File: src/rtl/shoot_trigger_conditioner_if.sv
// Fire-key request bus between the player input block and the shot-enable stage.
// The reloadN signal exists only when AMMO_RELOAD_EN is defined.
interface shoot_trigger_conditioner_if;
  logic       keyN;
  logic       fire_enable;
  logic       shootN;
  logic       shot_pulse;
  logic [3:0] ammo_left;
  logic       out_of_ammo;
`ifdef AMMO_RELOAD_EN
  logic       reloadN;

  modport master (output keyN, fire_enable, reloadN,
                  input  shootN, shot_pulse, ammo_left, out_of_ammo);
  modport slave  (input  keyN, fire_enable, reloadN,
                  output shootN, shot_pulse, ammo_left, out_of_ammo);
`else
  modport master (output keyN, fire_enable,
                  input  shootN, shot_pulse, ammo_left, out_of_ammo);
  modport slave  (input  keyN, fire_enable,
                  output shootN, shot_pulse, ammo_left, out_of_ammo);
`endif
endinterface

File: src/rtl/shoot_trigger_conditioner.sv
// Synchronises/debounces the fire key into a fixed-width active-low shootN pulse with cooldown and ammo limit.
// Optional AMMO_RELOAD_EN adds a synchronous active-low reloadN that refills ammo outside DEBOUNCE/FIRE.
module shoot_trigger_conditioner #(
  parameter int DEBOUNCE_CYCLES = 500000,
  parameter int FIRE_CYCLES     = 4,
  parameter int COOLDOWN_CYCLES = 5000000,
  parameter int MAX_AMMO        = 8
) (
  input  logic                          clk,
  input  logic                          resetN,
  shoot_trigger_conditioner_if.slave    bus
);

  localparam int CNT_MAX0 = (DEBOUNCE_CYCLES > FIRE_CYCLES) ? DEBOUNCE_CYCLES : FIRE_CYCLES;
  localparam int CNT_MAX  = (CNT_MAX0 > COOLDOWN_CYCLES) ? CNT_MAX0 : COOLDOWN_CYCLES;
  localparam int CNT_W    = $clog2(CNT_MAX + 1);

  localparam logic [CNT_W-1:0] CNT_ONE  = CNT_W'(1);
  localparam logic [CNT_W-1:0] DEB_END  = CNT_W'(DEBOUNCE_CYCLES);
  localparam logic [CNT_W-1:0] FIRE_END = CNT_W'(FIRE_CYCLES);
  localparam logic [CNT_W-1:0] COOL_END = CNT_W'(COOLDOWN_CYCLES);
  localparam logic [3:0]       AMMO_FULL = 4'(MAX_AMMO);

  localparam logic [2:0] IDLE         = 3'd0;
  localparam logic [2:0] DEBOUNCE     = 3'd1;
  localparam logic [2:0] FIRE         = 3'd2;
  localparam logic [2:0] COOLDOWN     = 3'd3;
  localparam logic [2:0] WAIT_RELEASE = 3'd4;

  logic [2:0]       state;
  logic [CNT_W-1:0] cnt;
  logic             key_meta;
  logic             key_s;
  logic             shoot;
  logic             pulse;
  logic [3:0]       ammo;
  logic             empty;
  logic             reload;

`ifdef AMMO_RELOAD_EN
  assign reload = ~bus.reloadN;
`else
  assign reload = 1'b0;
`endif

  always_ff @(posedge clk or negedge resetN) begin
    if (!resetN) begin
      key_meta <= 1'b1;
      key_s    <= 1'b1;
    end else begin
      key_meta <= bus.keyN;
      key_s    <= key_meta;
    end
  end

  always_ff @(posedge clk or negedge resetN) begin
    if (!resetN) begin
      state <= IDLE;
      cnt   <= '0;
      shoot <= 1'b1;
      pulse <= 1'b0;
      ammo  <= AMMO_FULL;
      empty <= 1'b0;
    end else begin
      pulse <= 1'b0;
      empty <= (ammo == '0);
      case (state)
        IDLE: begin
          if (!key_s && bus.fire_enable && ammo != '0) begin
            state <= DEBOUNCE;
            cnt   <= CNT_ONE;
          end
        end
        DEBOUNCE: begin
          if (key_s || !bus.fire_enable) begin
            state <= IDLE;
            cnt   <= '0;
          end else if (cnt == DEB_END) begin
            state <= FIRE;
            cnt   <= CNT_ONE;
            shoot <= 1'b0;
            pulse <= 1'b1;
            if (ammo != '0) ammo <= ammo - 4'd1;
          end else begin
            cnt <= cnt + CNT_ONE;
          end
        end
        FIRE: begin
          // fire_enable deliberately ignored so the pulse is never truncated
          if (cnt == FIRE_END) begin
            state <= COOLDOWN;
            cnt   <= CNT_ONE;
            shoot <= 1'b1;
          end else begin
            cnt <= cnt + CNT_ONE;
          end
        end
        COOLDOWN: begin
          if (cnt == COOL_END) begin
            state <= WAIT_RELEASE;
            cnt   <= '0;
          end else begin
            cnt <= cnt + CNT_ONE;
          end
        end
        WAIT_RELEASE: begin
          if (key_s) state <= IDLE;
        end
        default: begin
          state <= IDLE;
          cnt   <= '0;
          shoot <= 1'b1;
        end
      endcase
      // Reload overrides the registered empty flag so both refill on the same edge
      if (reload && (state == IDLE || state == COOLDOWN || state == WAIT_RELEASE)) begin
        ammo  <= AMMO_FULL;
        empty <= 1'b0;
      end
    end
  end

  assign bus.shootN      = shoot;
  assign bus.shot_pulse  = pulse;
  assign bus.ammo_left   = ammo;
  assign bus.out_of_ammo = empty;

endmodule

File: src/flat_wrapper.sv
// flat-port wrapper written by rule: the top's interface ports become plain ports
module shoot_trigger_conditioner_flat 
#(
  parameter int DEBOUNCE_CYCLES = 500000,
  parameter int FIRE_CYCLES     = 4,
  parameter int COOLDOWN_CYCLES = 5000000,
  parameter int MAX_AMMO        = 8
)
  (clk, resetN, bus_keyN, bus_fire_enable, bus_shootN, bus_shot_pulse, bus_ammo_left, bus_out_of_ammo);
  shoot_trigger_conditioner_if bus_i ();
  input  logic clk;
  input  logic resetN;
  input wire logic [$bits(bus_i.keyN)-1:0] bus_keyN;
  input wire logic [$bits(bus_i.fire_enable)-1:0] bus_fire_enable;
  output wire logic [$bits(bus_i.shootN)-1:0] bus_shootN;
  output wire logic [$bits(bus_i.shot_pulse)-1:0] bus_shot_pulse;
  output wire logic [$bits(bus_i.ammo_left)-1:0] bus_ammo_left;
  output wire logic [$bits(bus_i.out_of_ammo)-1:0] bus_out_of_ammo;
  assign bus_i.keyN = bus_keyN;
  assign bus_i.fire_enable = bus_fire_enable;
  assign bus_shootN = bus_i.shootN;
  assign bus_shot_pulse = bus_i.shot_pulse;
  assign bus_ammo_left = bus_i.ammo_left;
  assign bus_out_of_ammo = bus_i.out_of_ammo;
  shoot_trigger_conditioner #(.DEBOUNCE_CYCLES(DEBOUNCE_CYCLES), .FIRE_CYCLES(FIRE_CYCLES), .COOLDOWN_CYCLES(COOLDOWN_CYCLES), .MAX_AMMO(MAX_AMMO)) u_core (.clk(clk), .resetN(resetN), .bus(bus_i));
endmodule
File: config.mk
export PLATFORM = sky130hd
export DESIGN_NAME = shoot_trigger_conditioner_flat
export DESIGN_NICKNAME = d
export VERILOG_FILES = /design/src/rtl/shoot_trigger_conditioner_if.sv /design/src/rtl/shoot_trigger_conditioner.sv /design/src/flat_wrapper.sv
export SDC_FILE = /design/constraint.sdc
export NUM_CORES = 1
export LEC_CHECK = 0
export ABC_AREA = 0
export BUFFER_PORTS_ARGS = -buffer_cell sky130_fd_sc_hd__buf_2
export CAP_MARGIN = 15
export CORE_MARGIN = 5
export CORE_UTILIZATION = 25
export CTS_BUF_LIST = sky130_fd_sc_hd__clkbuf_16
export DETAILED_ROUTE_END_ITERATION = 7
export PLACE_DENSITY = 0.48
export SETUP_SLACK_MARGIN = 0.02
export SYNTH_ARGS = -nofsm -noshare
export SYNTH_HDL_FRONTEND = slang
export SYNTH_SLANG_ARGS = --single-unit
File: constraint.sdc
create_clock -name clk -period 4.45 [get_ports clk]
set_input_delay 0.2225 -clock clk [delete_from_list [all_inputs] [get_ports clk]]
set_output_delay 0.2225 -clock clk [all_outputs]
set_load 0.05 [all_outputs]
## Word-level counts from Yosys, hierarchy flattened

Index checks and enable logic that the tools add are counted.

| storage, ports and cells | value |
|---|---|
| input port bits | 4 |
| flip-flop bits (word level) | 35 |
| logic and storage cells | 60 |

| operators by class | value |
|---|---|
| add/sub/neg operators | 2 |
| reductions and logical operators | 13 |
| equal/unequal tests | 14 |
| bitwise gates (word level) | 3 |
| muxes and demuxes | 20 |

Operators by type and width:

| kind | count |
|---|---|
| 2-to-1 mux 23 bit | 5 |
| case mux 23 bit (5 select lines) | 1 |
| adder 23 x 1 -> 23 bit, second input constant | 1 |
| == test 23 x 19 -> 1 bit, second input constant | 1 |
| == test 23 bit, second input constant | 1 |
| == test 23 x 3 -> 1 bit, second input constant | 1 |
| 2-to-1 mux 3 bit | 6 |
| case mux 3 bit (5 select lines) | 1 |
| inequality test 2 x 1 -> 1 bit, second input constant | 5 |
| AND reduction 4 bit | 2 |
| == test 3 x 2 -> 1 bit, second input constant | 2 |
| 2-to-1 mux 1 bit | 6 |
| AND reduction 5 bit | 1 |
| zero test 4 bit | 1 |
| nonzero test 4 bit | 1 |
| subtractor 4 x 1 -> 4 bit, second input constant | 1 |
| == test 3 x 1 -> 1 bit, second input constant | 1 |
| == test 3 bit, second input constant | 1 |
| zero test 3 bit | 1 |
| inequality test 3 x 1 -> 1 bit, second input constant | 1 |
| inverter 1 bit | 3 |
| case mux 1 bit (3 select lines) | 1 |
| OR reduction 3 bit | 1 |
| logical AND 1 bit | 2 |
| 4 further kinds | 5 |

## Logic depth before layout (Yosys ltp)

Gate-level depths: netlist (run 1).

| depth | value |
|---|---|
| depth after elaboration | 5 |
| depth in mapped cells | 9 |
| depth with buffers taken out | 8 |

## Least setup slack after synthesis (run 1)

OpenSTA, ideal clock, no wires.

| path | value |
|---|---|
| path type | register to register |
| start | register u_core.cnt[0] |
| end | register u_core.cnt[22] |
| clock period less this slack | 2.668 ns |
| library setup time | 0.141 ns |
| slack | 1.782 ns |
| cell stages (with the launch flop) | 10 |
| data arrival time | 2.527 ns |
| cells stage by stage | dfrtp_1 -> inv_1 -> ha_1 -> or4b_4 -> or3b_4 -> o31a_1 -> buf_6 -> clkbuf_1 -> o41ai_1 -> o31ai_1 |

| between the ends | value |
|---|---|
| longest elaborated chain between the ends | 4 |

Ends and longest elaborated chain:

| element | RTL line | text |
|---|---|---|
| start, declared | shoot_trigger_conditioner.sv:31 | `logic [CNT_W-1:0] cnt;` |
| start signal, assigned | shoot_trigger_conditioner.sv:85 | `cnt <= cnt + CNT_ONE;` |
| start signal, assigned | shoot_trigger_conditioner.sv:95 | `cnt <= cnt + CNT_ONE;` |
| start signal, assigned | shoot_trigger_conditioner.sv:103 | `cnt <= cnt + CNT_ONE;` |
| adder 23 x 1 -> 23 bit or == test 23 x 19 -> 1 bit (tied branches) | -- |  |
| 2-to-1 mux 23 bit | shoot_trigger_conditioner.sv:78 | `end else if (cnt == DEB_END) begin` |
| 2-to-1 mux 23 bit | shoot_trigger_conditioner.sv:75 | `if (key_s \|\| !bus.fire_enable) begin` |
| case mux 23 bit (5 select lines) * | shoot_trigger_conditioner.sv:67 | `case (state)` |

Every way passes the cells marked *; elsewhere a longest branch is shown, timed or not.
A chain may end at the register's enable or synchronous reset.

## Worst setup path in the final report (run 1)

| path | value |
|---|---|
| start | register u_core.cnt[0] |
| end | register u_core.cnt[7] |

The elaborated chain is that of the path after synthesis.

==> results of run 1 <==
[Yosys cell counts, drive strengths merged (3+ instances only)]
cell     n  area share, %
a21oi    6            1.4
o31ai    6            2.1
o21ai   10            2.3
clkbuf  12            2.1
a31oi    5            1.5
nor2    15            2.6
dfrtp   31             36
ha       3            1.8
and3     4            1.2
inv     19            3.3
nand2   26            4.6
dfstp    4            4.9
nand4    9            2.6
nand3   15            3.5
buf      3            1.1
o41ai    9            4.0
nor3    24            5.6
mux2i    6            2.8
nor4    12            4.2
[final cells by class]
cell class	count	share of cell area, %
multi-input cells	179	46.4
flip-flops and latches	35	36.3
well taps	105	5.42
clock buffers	5	5.16
repair buffers	14	3.30
inverters	19	2.94
clock inverters	3	0.516
[sequential cells by signal, summed over array words and instances (netlist names)]
name / count
u_core.key_s: 1
u_core.state: 3
u_core.cnt: 23
u_core.bus.ammo_left: 4
u_core.bus.shot_pulse: 1
u_core.bus.out_of_ammo: 1
u_core.key_meta: 1
u_core.bus.shootN: 1
[metrics by stage]
stage / std cells / power, W / area [µm²]
after floorplan: 248 / 0.000327 / 2140
after global placement: 352 / 0.000335 / 2290
after detailed placement: 352 / 0.000335 / 2290
after CTS: 360 / 0.000669 / 2430
after global routing: 360 / 0.000687 / 2430
final: 360 / 0.000661 / 2430
[worst min path at each step]
stage | startpoint | end | depth (start not counted)
detailed placement | bus_keyN | u_core.key_meta | 1
global placement | bus_keyN | u_core.key_meta | 1
finish | resetN | u_core.state[0] | 1
global route | bus_keyN | u_core.key_meta | 1
floorplan | resetN | u_core.bus.ammo_left[0] | 0
CTS | bus_keyN | u_core.key_meta | 1
[power breakdown]
part,switching [W],internal [W]
Clock,0.000130,0.000202
Sequential,0.000000709,0.000320
Combinational,0.00000673,0.00000112
[kinds of logic (layout without fill, tap and decap cells)]
logic type | count (synthesis) | count (layout) | synth area share [%]
AOI/OAI and AO/OA | 52 | 52 | 17.7
and+or+nand+nor | 116 | 116 | 29.1
DFF | 35 | 35 | 41.2
adders and majority gates | 3 | 3 | 1.76
muxes | 6 | 6 | 2.81
buffers and inverters | 34 | 41 | 6.55
xor gates and xnor gates | 2 | 2 | 0.819
[per-layer routing]
metal	track usage, %	vias up	wire [µm]	share of wire (%)
met5	0	-	0	0
met4	3.33	0	63	1.1
met3	1.98	5	171	3.1
met2	19.1	39	2600	47
met1	14.9	917	2680	49
li1	-	945	-	-
[worst max-delay path: cells and delay by family (launching register included)]
family / cells / cell delay, ns
flops: 1 / 0.41
simple gates: 3 / 1.76
fa+ha+maj: 1 / 0.16
compound gates: 2 / 0.79
buf+inv: 1 / 0.09
==> impl_metrics.tcl, run 1 <==
set metrics [dict create \
    timing.reg2reg.worst_path_depth 7 \
    slew-limit-headroom_pct 40.4 \
    ys_async_sr_fraction_pct 100 \
    ant_nets 0 \
    start_kind "register" \
    tritoncts_num_sinks 35 \
    clock.fmax_mhz 296 \
    route.vias.total 1906 \
    effective_utilization_at_floorplan_pct 25.9 \
    clock_pin_slew_on_the_worst_setup_and_hold_paths_ns 0.06 \
    drt-total-wl_um 5520 \
    final-hold-violation-count 0 \
    final-seq-area_um2 881 \
    groute.usage.overall_pct 11.4 \
    layout-area-overhead-vs-synth_pct 13.5 \
    share_of_cells_above_drive_strength_1_pct 13.3 \
    first_pass_iters 4 \
    power_density_nw_per_um2 273 \
    core_region_area_um2 8260 \
    rr_endpoint "u_core.cnt[7]" \
    finalNetCount 261 \
    classification_of_the_worst_setup_path "reg2reg" \
    fin_ws_ns 1.07 \
    reg2reg_slack_ns 1.07 \
    synth_cell_types 46 \
    latest_clock_arrival_within_the_worst_skew_pair_ns 0.28 \
    h-tree-depth 2 \
    initialDrtViolationCount 179 \
    netlist_instances 248 \
    synth_ff_type "dfrtp_1" \
    wl_per_cell_um 15.3 \
    critPathMaxFanout 20 \
    cap_violations 0 \
    cts-resized-gates 0 \
    initial_antenna_violation_count 0 \
    fillCellCount 889 \
    seq_total_area_yosys_pct 41.2 \
    arrival_ns 3.49 \
    fin_crit_ns 3.38 \
    r2r-start "u_core.cnt[0]" \
    synth_nets 255 \
    cp-end-kind "register" \
    grt-ovfl-total 0 \
    timing.final.max_slew_violations 0 \
    setup_viol 0 \
    hold_class "in2async" \
    cp_cell_sequence "inv_1 -> ha_1 -> or4b_4 -> or3b_4 -> o31a_1 -> nor4_4 -> o21ai_0" \
    multiInputGateArea_um2 1120 \
    post_layout_util_pct 29.4 \
    vias_per_cell 5.29 \
    maximum_number_of_pins_on_one_net_before_global_route_repair 36 \
    place_congestion 0.866 \
    crit_path_max_incr_delay_ns 0.89 \
    status "finished, final reports clean" \
    floorplan.die_area_um2 10500 \
    cp_data_required_time_ns 4.56 \
    p_leak_nw 0.952 \
    yosys_warning_count 0 \
    grt_setup_unrepaired "no" \
    setup_tns_ns 0 \
    cts_buffers 5 \
    detail_route.drc_violations 0 \
    avgSynthCellArea_um2 8.62 \
    final_cell_mix "dfrtp_1, nand2_1, nor3_1, inv_1" \
    origin_of_the_worst_setup_path "u_core.cnt[0]" \
    finalCritPeriodShare_pct 76.0 \
    root_buffer "clkbuf_16" \
    grt_pass1_vias 1892 \
    post_cts_hold_buffer_count 0 \
    setup.worst_path.end "u_core.cnt[7]" \
    floorplan.die.width_um 102 \
    cts_max_path_buffers 2 \
    pre_cts_slack_ns 1.11 \
    io_pins 11 \
    tritoncts "built" \
    cts_post_setup_buffers_inserted 0 \
    port_bufs 10 \
    yosys_register_bits 35 \
    slew_at_the_pin_closest_to_its_max_slew_limit_ns 0.888 \
    floorplan.rows 33 \
    chip_height_um 102 \
    layout.cells.most_common "dfrtp_1" \
    finClkSkew_ns 0.00471 \
    hold-worst-slack_ns 0.0239 \
    grt_first_pass_wirelength_um 9520 \
    number_of_synthesized_flops_with_an_enable_pin 0 \
    crit_path_top_delay_cell "nor4_4" \
    antenna_cells_inserted 0 \
    cell_area_synth_um2 2140 \
    half_perimeter_wire_length_after_placement_um 3860 \
    irDropWorstVdd_mv 0.113 \
]
Power figures use the tool's default switching activity.
==> run 2, diff against run 1 <==
Clock period 4.45 ns to 3.2 ns, I/O delays scaled along.
==> run 2 against run 1 <==
- maximum frequency up 15%
- via count rose by 2.4%
- combinational power increased by 55%
- clock skew up 0.0014 ns
- non-clock buffer count rose by 9
- global-route usage increased by 0.38 points
- highest routed layer unchanged
- total power rose by 39%
- register-to-register slack worse by 0.80 ns
- the flow now finishes with violations (negative hold slack)
- critical path depth rose by 1
- wire length up 5.6%
==> impl_metrics.tcl, run 2 (synthesized netlist as in run 1, its figures left out) <==
set metrics [dict create \
    status "finished with violations" \
    failing_checks "negative hold slack" \
    slew_at_the_pin_closest_to_its_max_slew_limit_ns 0.827 \
    cts-resized-gates 0 \
    floorplan.die_area_um2 10500 \
    finClkSkew_ns 0.00612 \
    netSwitchingPower_w 0.000189 \
    hold_class "in2async" \
    power.share.clock_pct 50.0 \
    setup_viol 0 \
    post_cts_hold_buffer_count 1 \
    power_density_nw_per_um2 368 \
    setup.worst_path.end "u_core.cnt[10]" \
    wl_per_cell_um 15.8 \
    crit_path_top_delay_cell "or4b_2" \
    combPwrFrac_pct 1.3 \
    total_chip_power_w 0.000918 \
    irDropWorstVdd_mv 0.213 \
    place_congestion 0.803 \
    half_perimeter_wire_length_after_placement_um 4100 \
    groute.usage.overall_pct 11.7 \
    grt_first_pass_wirelength_um 9720 \
    core_region_area_um2 8260 \
    cts_post_setup_buffers_inserted 0 \
    grt_setup_unrepaired "no" \
    grt-ovfl-total 0 \
    classification_of_the_worst_setup_path "reg2reg" \
    grt_pass1_vias 1925 \
    post_layout_util_pct 30.2 \
    final_cell_mix "dfrtp_1, nand2_1, nor3_1, inv_1" \
    ant_nets 0 \
    share_of_cells_above_drive_strength_1_pct 15.9 \
    chip_height_um 102 \
    rr_endpoint "u_core.cnt[10]" \
    timing.final.max_slew_violations 0 \
    start_kind "register" \
    register_ranked_first_by_flip_flop_count "u_core.cnt" \
    slew-limit-headroom_pct 44.8 \
    arrival_ns 3.06 \
    final-hold-violation-count 21 \
    h-tree-depth 2 \
    port_bufs 10 \
    detail_route.drc_violations 0 \
    floorplan.die.width_um 102 \
    seqPwrFrac_pct 48.6 \
    latest_clock_arrival_within_the_worst_skew_pair_ns 0.28 \
    multiInputGateArea_um2 1120 \
    cts_max_path_buffers 2 \
    setup_tns_ns 0 \
    timing.reg2reg.worst_path_depth 8 \
    reg2reg_slack_ns 0.27 \
    first_pass_iters 4 \
    cap_violations 0 \
    cts_buffers 5 \
    layout.cells.most_common "dfrtp_1" \
    tritoncts_num_sinks 35 \
    cp_data_required_time_ns 3.34 \
    drt-total-wl_um 5840 \
    route.vias.total 1952 \
    initialDrtViolationCount 109 \
    cp-end-kind "register" \
    finalCritPeriodShare_pct 91.5 \
    initial_antenna_violation_count 0 \
    clock.fmax_mhz 342 \
    maximum_number_of_pins_on_one_net_before_global_route_repair 36 \
    layout-area-overhead-vs-synth_pct 16.7 \
    internal_power_w 0.000729 \
    hold-worst-slack_ns -0.0272 \
    tritoncts "built" \
    io_pins 11 \
    fin_crit_ns 2.93 \
    cp_cell_sequence "inv_1 -> ha_1 -> or4b_4 -> or4b_2 -> o21ba_2 -> nor4_4 -> buf_4 -> o21ai_0" \
    critPathMaxFanout 16 \
    crit_path_max_incr_delay_ns 0.66 \
    root_buffer "clkbuf_16" \
    finalNetCount 270 \
    floorplan.rows 33 \
    origin_of_the_worst_setup_path "u_core.cnt[0]" \
    largest_reg_flops 23 \
    clock_pin_slew_on_the_worst_setup_and_hold_paths_ns 0.06 \
    antenna_cells_inserted 0 \
    r2r-start "u_core.cnt[0]" \
    vias_per_cell 5.29 \
    p_leak_nw 0.999 \
    final-seq-area_um2 881 \
    effective_utilization_at_floorplan_pct 25.9 \
    fillCellCount 888 \
    p_sw_share_pct 20.6 \
]
## run 2: area by class of cell
type	instances	area share [%]
Multi-Input combinational cell	179	45.1
Tap cell	105	5.26
Clock inverter	3	0.501
Timing Repair Buffer	23	6.02
Sequential cell	35	35.3
Inverter	19	2.86
Clock buffer	5	5.01
## run 2: worst min path at each step
stage               depth (start not counted)  startpoint  slack (ns)                      end
global route                                1      resetN        0.05          u_core.state[1]
CTS                                         1      resetN       0.008          u_core.state[0]
finish                                      1      resetN       -0.03          u_core.state[0]
floorplan                                   0      resetN       -0.14  u_core.bus.ammo_left[0]
detailed placement                          1    bus_keyN        0.27          u_core.key_meta
global placement                            1    bus_keyN        0.27          u_core.key_meta
## run 2: power by group through the flow
stage                     clock network (W)  registers [W]    logic [W]
after global placement                    0       0.000454    0.0000120
after detailed placement                  0       0.000454    0.0000120
final                              0.000459       0.000446    0.0000122
after floorplan                           0       0.000454  0.000000542
after global routing               0.000490       0.000446    0.0000147
after CTS                          0.000468       0.000446    0.0000130
## run 2: layer usage
metal / GRT usage [%] / part of all wire, % / vias up
met3: 2.12 / 4.0 / 8
met4: 4.44 / 1.1 / 0
li1: - / - / 962
met1: 16.8 / 49 / 935
met2: 17.5 / 46 / 47
met5: 0 / 0 / -
## run 2: worst max-delay path: cells and delay by family (launching register included)
family,cells,cell delay (ns)
AO/OA/AOI/OAI,2,0.46
buffers and inverters,2,0.28
AND/OR/NAND/NOR,3,1.49
adder cells (fa/ha/maj),1,0.15
flip-flops,1,0.41
## run 2: stage by stage
| step | hold slack, ns | instances | instance area (µm²) | setup WS (ns) |
|---|---|---|---|---|
| after floorplan | -0.136 | 248 | 2140 | 0.532 |
| after global placement | 0.274 | 359 | 2340 | 0.310 |
| after detailed placement | 0.267 | 359 | 2340 | 0.317 |
| after CTS | 0.00784 | 368 | 2490 | 0.287 |
| after global routing | 0.0480 | 369 | 2500 | 0.133 |
| final | -0.0272 | 369 | 2500 | 0.273 |
